[src/rtl/tick_wait_counter.sv]
// tick_wait_counter: independent per-channel request/ack event counters with a blocked hold-off.
// Optional macro TICK_WAIT_TIMEOUT_EN compiles in the WAIT_MAX expiry path and the timeout flag.

module tick_wait_chan #(
    parameter int CNT_W  = 8,
    parameter int TARGET = 25
`ifdef TICK_WAIT_TIMEOUT_EN
    , parameter int WAIT_MAX = 15
`endif
) (
    input  logic             clk,
    input  logic             reset_l,
    input  logic             req,
    input  logic             blocked,
    input  logic             clear,
    output logic             ack,
    output logic [CNT_W-1:0] count,
    output logic             done,
    output logic             timeout
);
    localparam logic [CNT_W-1:0] TGT = CNT_W'(TARGET);
    localparam logic [CNT_W-1:0] ONE = CNT_W'(1);

    typedef enum logic [1:0] {
        S_IDLE = 2'd0,
        S_WAIT = 2'd1,
        S_DONE = 2'd2
    } state_t;

    state_t           state_q, state_d;
    logic [CNT_W-1:0] count_d;
    logic             ack_d;
    logic             done_d;

`ifdef TICK_WAIT_TIMEOUT_EN
    localparam logic [7:0] WMAX = 8'(WAIT_MAX);
    logic [7:0] wcnt_q, wcnt_d;
    logic       timeout_d;

    always_ff @(posedge clk) begin
        if (!reset_l) begin
            wcnt_q  <= '0;
            timeout <= 1'b0;
        end else begin
            wcnt_q  <= wcnt_d;
            timeout <= timeout_d;
        end
    end
`else
    assign timeout = 1'b0;
`endif

    always_ff @(posedge clk) begin
        if (!reset_l) begin
            state_q <= S_IDLE;
            count   <= '0;
            ack     <= 1'b0;
            done    <= 1'b0;
        end else begin
            state_q <= state_d;
            count   <= count_d;
            ack     <= ack_d;
            done    <= done_d;
        end
    end

    always_comb begin
        state_d = state_q;
        count_d = count;
        ack_d   = 1'b0;
        done_d  = done;
`ifdef TICK_WAIT_TIMEOUT_EN
        wcnt_d    = wcnt_q;
        timeout_d = timeout;
`endif
        // clear outranks anything the FSM would have done this cycle
        if (clear) begin
            state_d = S_IDLE;
            count_d = '0;
            done_d  = 1'b0;
`ifdef TICK_WAIT_TIMEOUT_EN
            wcnt_d    = '0;
            timeout_d = 1'b0;
`endif
        end else begin
            case (state_q)
                S_IDLE: begin
                    if (req) begin
                        state_d = S_WAIT;
`ifdef TICK_WAIT_TIMEOUT_EN
                        wcnt_d = '0;
`endif
                    end
                end
                S_WAIT: begin
                    if (!blocked) begin
                        count_d = count + ONE;
                        ack_d   = 1'b1;
                        if (count_d == TGT) begin
                            state_d = S_DONE;
                            done_d  = 1'b1;
                        end else begin
                            state_d = S_IDLE;
                        end
                    end
`ifdef TICK_WAIT_TIMEOUT_EN
                    else if (wcnt_q == WMAX) begin
                        timeout_d = 1'b1;
                        ack_d     = 1'b1;
                        state_d   = S_IDLE;
                    end else begin
                        wcnt_d = wcnt_q + 8'd1;
                    end
`endif
                end
                S_DONE: ;
                default: state_d = S_IDLE;
            endcase
        end
    end
endmodule

module tick_wait_counter #(
    parameter int CHANNELS = 2,
    parameter int CNT_W    = 8,
    parameter int TARGET   = 25,
    parameter int WAIT_MAX = 15
) (
    input  logic                      clk,
    input  logic                      reset_l,
    input  logic [CHANNELS-1:0]       req,
    input  logic [CHANNELS-1:0]       blocked,
    input  logic [CHANNELS-1:0]       clear,
    output logic [CHANNELS-1:0]       ack,
    output logic [CHANNELS*CNT_W-1:0] count,
    output logic [CHANNELS-1:0]       done,
    output logic [CHANNELS-1:0]       timeout
);
    if (CHANNELS < 1 || CHANNELS > 8 || WAIT_MAX < 1 || WAIT_MAX > 255 ||
        TARGET < 1 || TARGET >= (1 << CNT_W)) begin : g_param_check
        $error("tick_wait_counter: parameter out of legal range");
    end

    // one FSM per channel; the instance array slices count so channel i lands at [i*CNT_W +: CNT_W]
    tick_wait_chan #(
        .CNT_W   (CNT_W),
        .TARGET  (TARGET)
`ifdef TICK_WAIT_TIMEOUT_EN
        , .WAIT_MAX(WAIT_MAX)
`endif
    ) u_chan [CHANNELS-1:0] (
        .clk     (clk),
        .reset_l (reset_l),
        .req     (req),
        .blocked (blocked),
        .clear   (clear),
        .ack     (ack),
        .count   (count),
        .done    (done),
        .timeout (timeout)
    );
endmodule

[config.mk]
export PLATFORM = sky130hd
export DESIGN_NAME = tick_wait_counter
export DESIGN_NICKNAME = d
export VERILOG_FILES = /design/src/rtl/tick_wait_counter.sv
export SDC_FILE = /design/constraint.sdc
export NUM_CORES = 1
export LEC_CHECK = 0
export CAP_MARGIN = 20
export CORE_MARGIN = 4
export CORE_UTILIZATION = 44
export CTS_CLUSTER_SIZE = 30
export DETAILED_ROUTE_END_ITERATION = 10
export GPL_ROUTABILITY_DRIVEN = 1
export PLACE_DENSITY = 0.75
export SLEW_MARGIN = 40
export SYNTH_ARGS = -nofsm -noshare
export SYNTH_HDL_FRONTEND = slang
export SYNTH_SLANG_ARGS = --single-unit
[constraint.sdc]
create_clock -name clk -period 1.49 [get_ports clk]
set_input_delay 0.447 -clock clk [delete_from_list [all_inputs] [get_ports clk]]
set_output_delay 0.447 -clock clk [all_outputs]
set_load 0.02 [all_outputs]
==> results of run 1 <==
power breakdown:
part / leakage [nW] / internal [W] / switching, W / total, W
clock network: 0.0210 / 0.000149 / 0.000204 / 0.000353
registers: 0.196 / 0.000646 / 0.00000399 / 0.000650
logic: 0.480 / 0.0000391 / 0.0000324 / 0.0000716
total: 0.697 / 0.000834 / 0.000240 / 0.00107
Yosys cell counts (3+ instances only):
master	n
and4_1	3
nor2b_1	3
nor2_1	17
and2_1	4
clkbuf_1	4
inv_1	8
xor2_1	12
xnor2_1	10
buf_4	6
nand4_1	5
nand3_1	9
buf_2	5
dfxtp_1	24
ha_1	4
sequential cells by signal, summed over array words and instances, names as in the netlist:
| register | flops |
|---|---|
| u_chan.count | 16 |
| u_chan.ack | 2 |
| u_chan.state_q | 4 |
| u_chan.done | 2 |
final timing paths:
check,from,to,cells past startpoint
setup / recovery,u_chan[1].done,done[1],1
hold / removal,blocked[0],u_chan[0].state_q[0],3
setup reg to reg,u_chan[0].count[0],u_chan[0].done,5
hold reg to reg,u_chan[0].state_q[1],u_chan[0].state_q[0],1
layout make-up:
| cell class | count | area (µm²) | area share |
|---|---|---|---|
| multi-input combinational | 95 | 686 | 0.401 |
| sequential | 24 | 485 | 0.284 |
| timing repair buffer | 49 | 433 | 0.253 |
| tap | 31 | 38.8 | 0.0227 |
| clock buffer | 4 | 36.3 | 0.0212 |
| inverter | 8 | 30.0 | 0.0176 |
tightest hold or removal path, delay by kind of cell:
family | cells | cell delay [ns]
and+or+nand+nor | 1 | 0.11
muxes | 1 | 0.08
buffers and inverters | 1 | 0.12
stage by stage:
step,util,power (W),setup WS [ns],hold slack (ns)
3_3_place_gp,0.592,0.000729,-0.277,0.447
4_1_cts,0.605,0.00108,0.00288,0.479
2_1_floorplan,-,0.000699,0.0276,0.426
5_1_grt,0.620,0.00112,-0.000866,0.518
3_5_place_dp,0.592,0.000731,-0.355,0.457
6_report,0.620,0.00107,0.0361,0.472
routing by layer:
metal,up-vias,track usage
met3,5,0.0294
met4,0,0.0455
li1,545,-
met1,496,0.206
met2,18,0.278
met5,-,0
timing repair:
item,in CTS,in global routing
resized for setup,27,22
buffers inserted,2,1
cloned,0,0
pin swaps,1,3
setup endpoints to repair,22,23
cell families (layout without fill, tap and decap cells):
logic type | Yosys count | count (layout) | synth area share
adders and majority gates | 4 | 4 | 0.0396
xor gates and xnor gates | 22 | 22 | 0.152
AOI/OAI and AO/OA | 11 | 11 | 0.0673
muxes | 2 | 2 | 0.0158
buffers and inverters | 24 | 61 | 0.0950
other | 1 | 2 | 0.00297
and+or+nand+nor | 54 | 54 | 0.247
DFF | 24 | 24 | 0.380
==> results.json, run 1 <==
{
  "status": "finished clean",
  "r2r_setup_slack_ns": 0.12,
  "drc": 0,
  "finalHoldViolCount": 0,
  "synth_edf_count": 0,
  "critical_path_class": "reg2out",
  "crit_path_start_kind": "register",
  "grt_pass1_vias": 1039,
  "netlist_instances": 142,
  "synth-async-reset-ratio": 0,
  "area_growth_pct": 35.2,
  "grt_max_degree": 14,
  "fin_area_um2": 1710,
  "ys.flop_type": "dfxtp_1",
  "layout_common_cells": "20 x buf_4, 20 x dfxtp_1, 17 x nor2_1",
  "tritoncts": "done",
  "worst_clock_skew_ns": 0.00773,
  "setup-tns-final_ns": 0,
  "fmax_mhz": 688,
  "wl_um": 2770,
  "place_area_um2": 1630,
  "powerDensity_nw_per_um2": 629,
  "vdd_drop_max_uv": 493,
  "p_leak_nw": 0.697,
  "dieArea_um2": 3790,
  "synth_top_area_frac": 0.380,
  "period_needed_ns": 1.45,
  "met3_length_um": 108,
  "htree_levels": 1,
  "syn_area_per_cell_um2": 8.90,
  "clkSlewWorstSetupHoldPaths_ns": 0.14,
  "antenna_found_initial": 0,
  "drt-met1-wl_um": 1330,
  "pin_count": 30,
  "via_count": 1064,
  "firstDrtPassIters": 2,
  "drive_above_1_share": 0.244,
  "cp_top_family": "flip-flops",
  "synthTopCellsByArea": "dfxtp_1 38%, xor2_1 8.3%, xnor2_1 6.9%",
  "yosys.area.top_type": "dfxtp_1",
  "hold_class": "in2reg",
  "dpl.hpwl_um": 2060,
  "worstPathArrival_ns": 1.01,
  "start_util": 0.458,
  "rows": 19,
  "max_stage_delay_ns": 0.36,
  "cts.path.max_buffers": 2,
  "path_buf_inv": 1,
  "global_route.usage.total": 0.162,
  "ys_ff_latch": 24,
  "num_antenna_cells": 0,
  "wl_met2_um": 1290,
  "crit_chain": "dlygate4sd2_1",
  "cp_slowest_cell": "dfxtp_1",
  "die_h_um": 61.6,
  "ant_nets": 0,
  "yosys_warnings": 0,
  "cts_made_buffers": 3,
  "fillCellCount": 237,
  "synth_cell_types": 33,
  "cts-root-buf": "clkbuf_4",
  "overflow": 0,
  "finalWeightedCongestion": 0.811,
  "dp.cells": 204,
  "clk_latency_ns": 0.32,
  "cts_sinks": 24,
  "nets": 193,
  "grt_first_pass_wirelength_um": 4620,
  "fin_crit_sh": 0.976,
  "crit_required_ns": 1.04,
  "wl_per_cell_um": 13.1,
  "path_max_fanout": 2,
  "netlist_area_um2": 1260,
  "worstSetupEndpointType": "output pin",
  "portBuffers": 27,
  "slew_viol_final": 0,
  "drt_iter0_markers": 46,
  "vias_per_cell": 5.04,
  "fp.coreArea_um2": 2760,
  "layout.cells.non_filler": 211,
  "setup_viol": 0,
  "highest_layer": "met4",
  "die_width_um": 61.6,
  "cap_violations": 0,
  "postCtsHoldBufs": 0,
  "yosysSeqAreaShare": 0.380
}
No activity file was read; power rests on OpenSTA's default activity.
==> inputs of run 2 (changes only) <==
--- a/config.mk
+++ b/config.mk
@@ -6,13 +6,11 @@
 export NUM_CORES = 1
 export LEC_CHECK = 0
 export CAP_MARGIN = 20
-export CORE_MARGIN = 4
 export CORE_UTILIZATION = 44
 export CTS_CLUSTER_SIZE = 30
 export DETAILED_ROUTE_END_ITERATION = 10
 export GPL_ROUTABILITY_DRIVEN = 1
 export PLACE_DENSITY = 0.75
-export SLEW_MARGIN = 40
 export SYNTH_ARGS = -nofsm -noshare
 export SYNTH_HDL_FRONTEND = slang
 export SYNTH_SLANG_ARGS = --single-unit
==> run 2 against run 1 <==
Core utilization is 0.19 points lower. Count of clock-buffer cells in the layout is 1 lower. Design area is 1.2% lower. Combinational power is 5.3% lower. Largest cell class unchanged.
==> results.json, run 2 (synthesis results as in run 1) <==
{
  "grt_first_pass_wirelength_um": 4150,
  "mostFrequentLayoutCell": "dfxtp_1",
  "grt_max_degree": 15,
  "portBuffers": 27,
  "largest-register": "u_chan.count",
  "setup_viol": 0,
  "cts_made_buffers": 3,
  "tritoncts": "done",
  "slew_viol_final": 0,
  "overflow": 0,
  "die_h_um": 55.6,
  "fin_crit_sh": 0.982,
  "wl_per_cell_um": 11.6,
  "global_route.usage.total": 0.165,
  "setup-tns-final_ns": 0,
  "postCtsHoldBufs": 0,
  "cts.path.max_buffers": 2,
  "drc": 0,
  "dieArea_um2": 3090,
  "grt_pass1_vias": 975,
  "finalHoldViolCount": 0,
  "cts-root-buf": "clkbuf_4",
  "num_antenna_cells": 0,
  "vdd_drop_max_uv": 696,
  "rsz0062_at_grt": "true",
  "status": "finished clean",
  "path_max_fanout": 8,
  "max_stage_delay_ns": 0.46,
  "htree_levels": 1,
  "cp_top_family": "buffers and inverters",
  "largest_reg_flops": 16,
  "antenna_found_initial": 0,
  "critical_path_class": "in2reg",
  "post-route-util": 0.618,
  "crit_chain": "clkdlybuf4s50_1, nor3b_4, buf_6, and2b_4, o2111ai_2, o32ai_1",
  "crit_path_start_kind": "input pin",
  "cts_sinks": 24,
  "start_util": 0.462,
  "whs_ns": 0.502,
  "r2r_setup_slack_ns": 0.12,
  "path_buf_inv": 2,
  "cap_violations": 0,
  "die_width_um": 55.6,
  "drt_iter0_markers": 27,
  "total_power_w": 0.00119,
  "pin_count": 30,
  "hold_class": "reg2reg",
  "p_leak_nw": 0.664,
  "drive_above_1_share": 0.222,
  "ant_nets": 0,
  "via_count": 1039,
  "clkSlewWorstSetupHoldPaths_ns": 0.14,
  "fillCellCount": 230,
  "cp_slowest_cell": "clkdlybuf4s50_1",
  "worstSetupEndpointType": "register",
  "seq_area_um2": 484,
  "wl_um": 2400,
  "multi_input_area_um2": 701,
  "powerDensity_nw_per_um2": 703,
  "period_needed_ns": 1.46,
  "layout_common_cells": "21 x dfxtp_1, 17 x nor2_1, 17 x buf_4",
  "nets": 189,
  "finalWeightedCongestion": 0.890,
  "worst_clock_skew_ns": 0.00389,
  "fp.coreArea_um2": 2730,
  "rows": 19,
  "fmax_mhz": 683,
  "crit_required_ns": 1.71,
  "area_growth_pct": 33.7,
  "dpl.hpwl_um": 1800,
  "firstDrtPassIters": 4,
  "clk_latency_ns": 0.31,
  "reg_top3": "u_chan.count (16), u_chan.state_q (4)",
  "worstPathArrival_ns": 1.69,
  "vias_per_cell": 5.02
}
run 2: final timing paths:
path | start | to | depth (start not counted)
worst max-delay path | blocked[1] | u_chan[1].state_q[1] | 6
worst min-delay path | u_chan[0].state_q[1] | u_chan[0].state_q[0] | 1
worst max register to register | u_chan[0].count[1] | u_chan[0].state_q[1] | 5
worst min register to register | u_chan[0].state_q[1] | u_chan[0].state_q[0] | 1
run 2: final cells by class:
class,instances,area share
repair buffers,45,0.227
flip-flops and latches,24,0.287
clock buffers,3,0.0133
multi-input cells,95,0.415
well taps,31,0.0230
clock inverters,1,0.0178
inverters,8,0.0178
run 2: power breakdown:
part | switching, W | leakage (nW) | internal (W)
combinational | 0.0000317 | 0.441 | 0.0000362
clock | 0.000198 | 0.0279 | 0.000272
sequential | 0.00000402 | 0.195 | 0.000646
total | 0.000233 | 0.664 | 0.000954
run 2: metal layers:
layer | global-route usage | share of wire | vias up
li1 | - | - | 535
met1 | 0.207 | 0.47 | 483
met2 | 0.281 | 0.48 | 17
met3 | 0.0256 | 0.028 | 4
met4 | 0.0679 | 0.014 | 0
met5 | 0 | 0 | -
run 2: repair_timing:
action | 4_1_cts | 5_1_grt
setup endpoints to repair | 21 | 17
resized for setup | 26 | 20
setup buffers | 1 | 0
pin swaps | 1 | 0
run 2: metrics by stage:
step | area (µm²) | setup slack (ns) | cells
4_1_cts | 1660 | -0.00912 | 207
5_1_grt | 1690 | -0.0406 | 207
6_report | 1690 | 0.0269 | 207
3_5_place_dp | 1620 | -0.369 | 202
2_1_floorplan | 1270 | 0.0276 | 143
3_3_place_gp | 1620 | -0.287 | 202
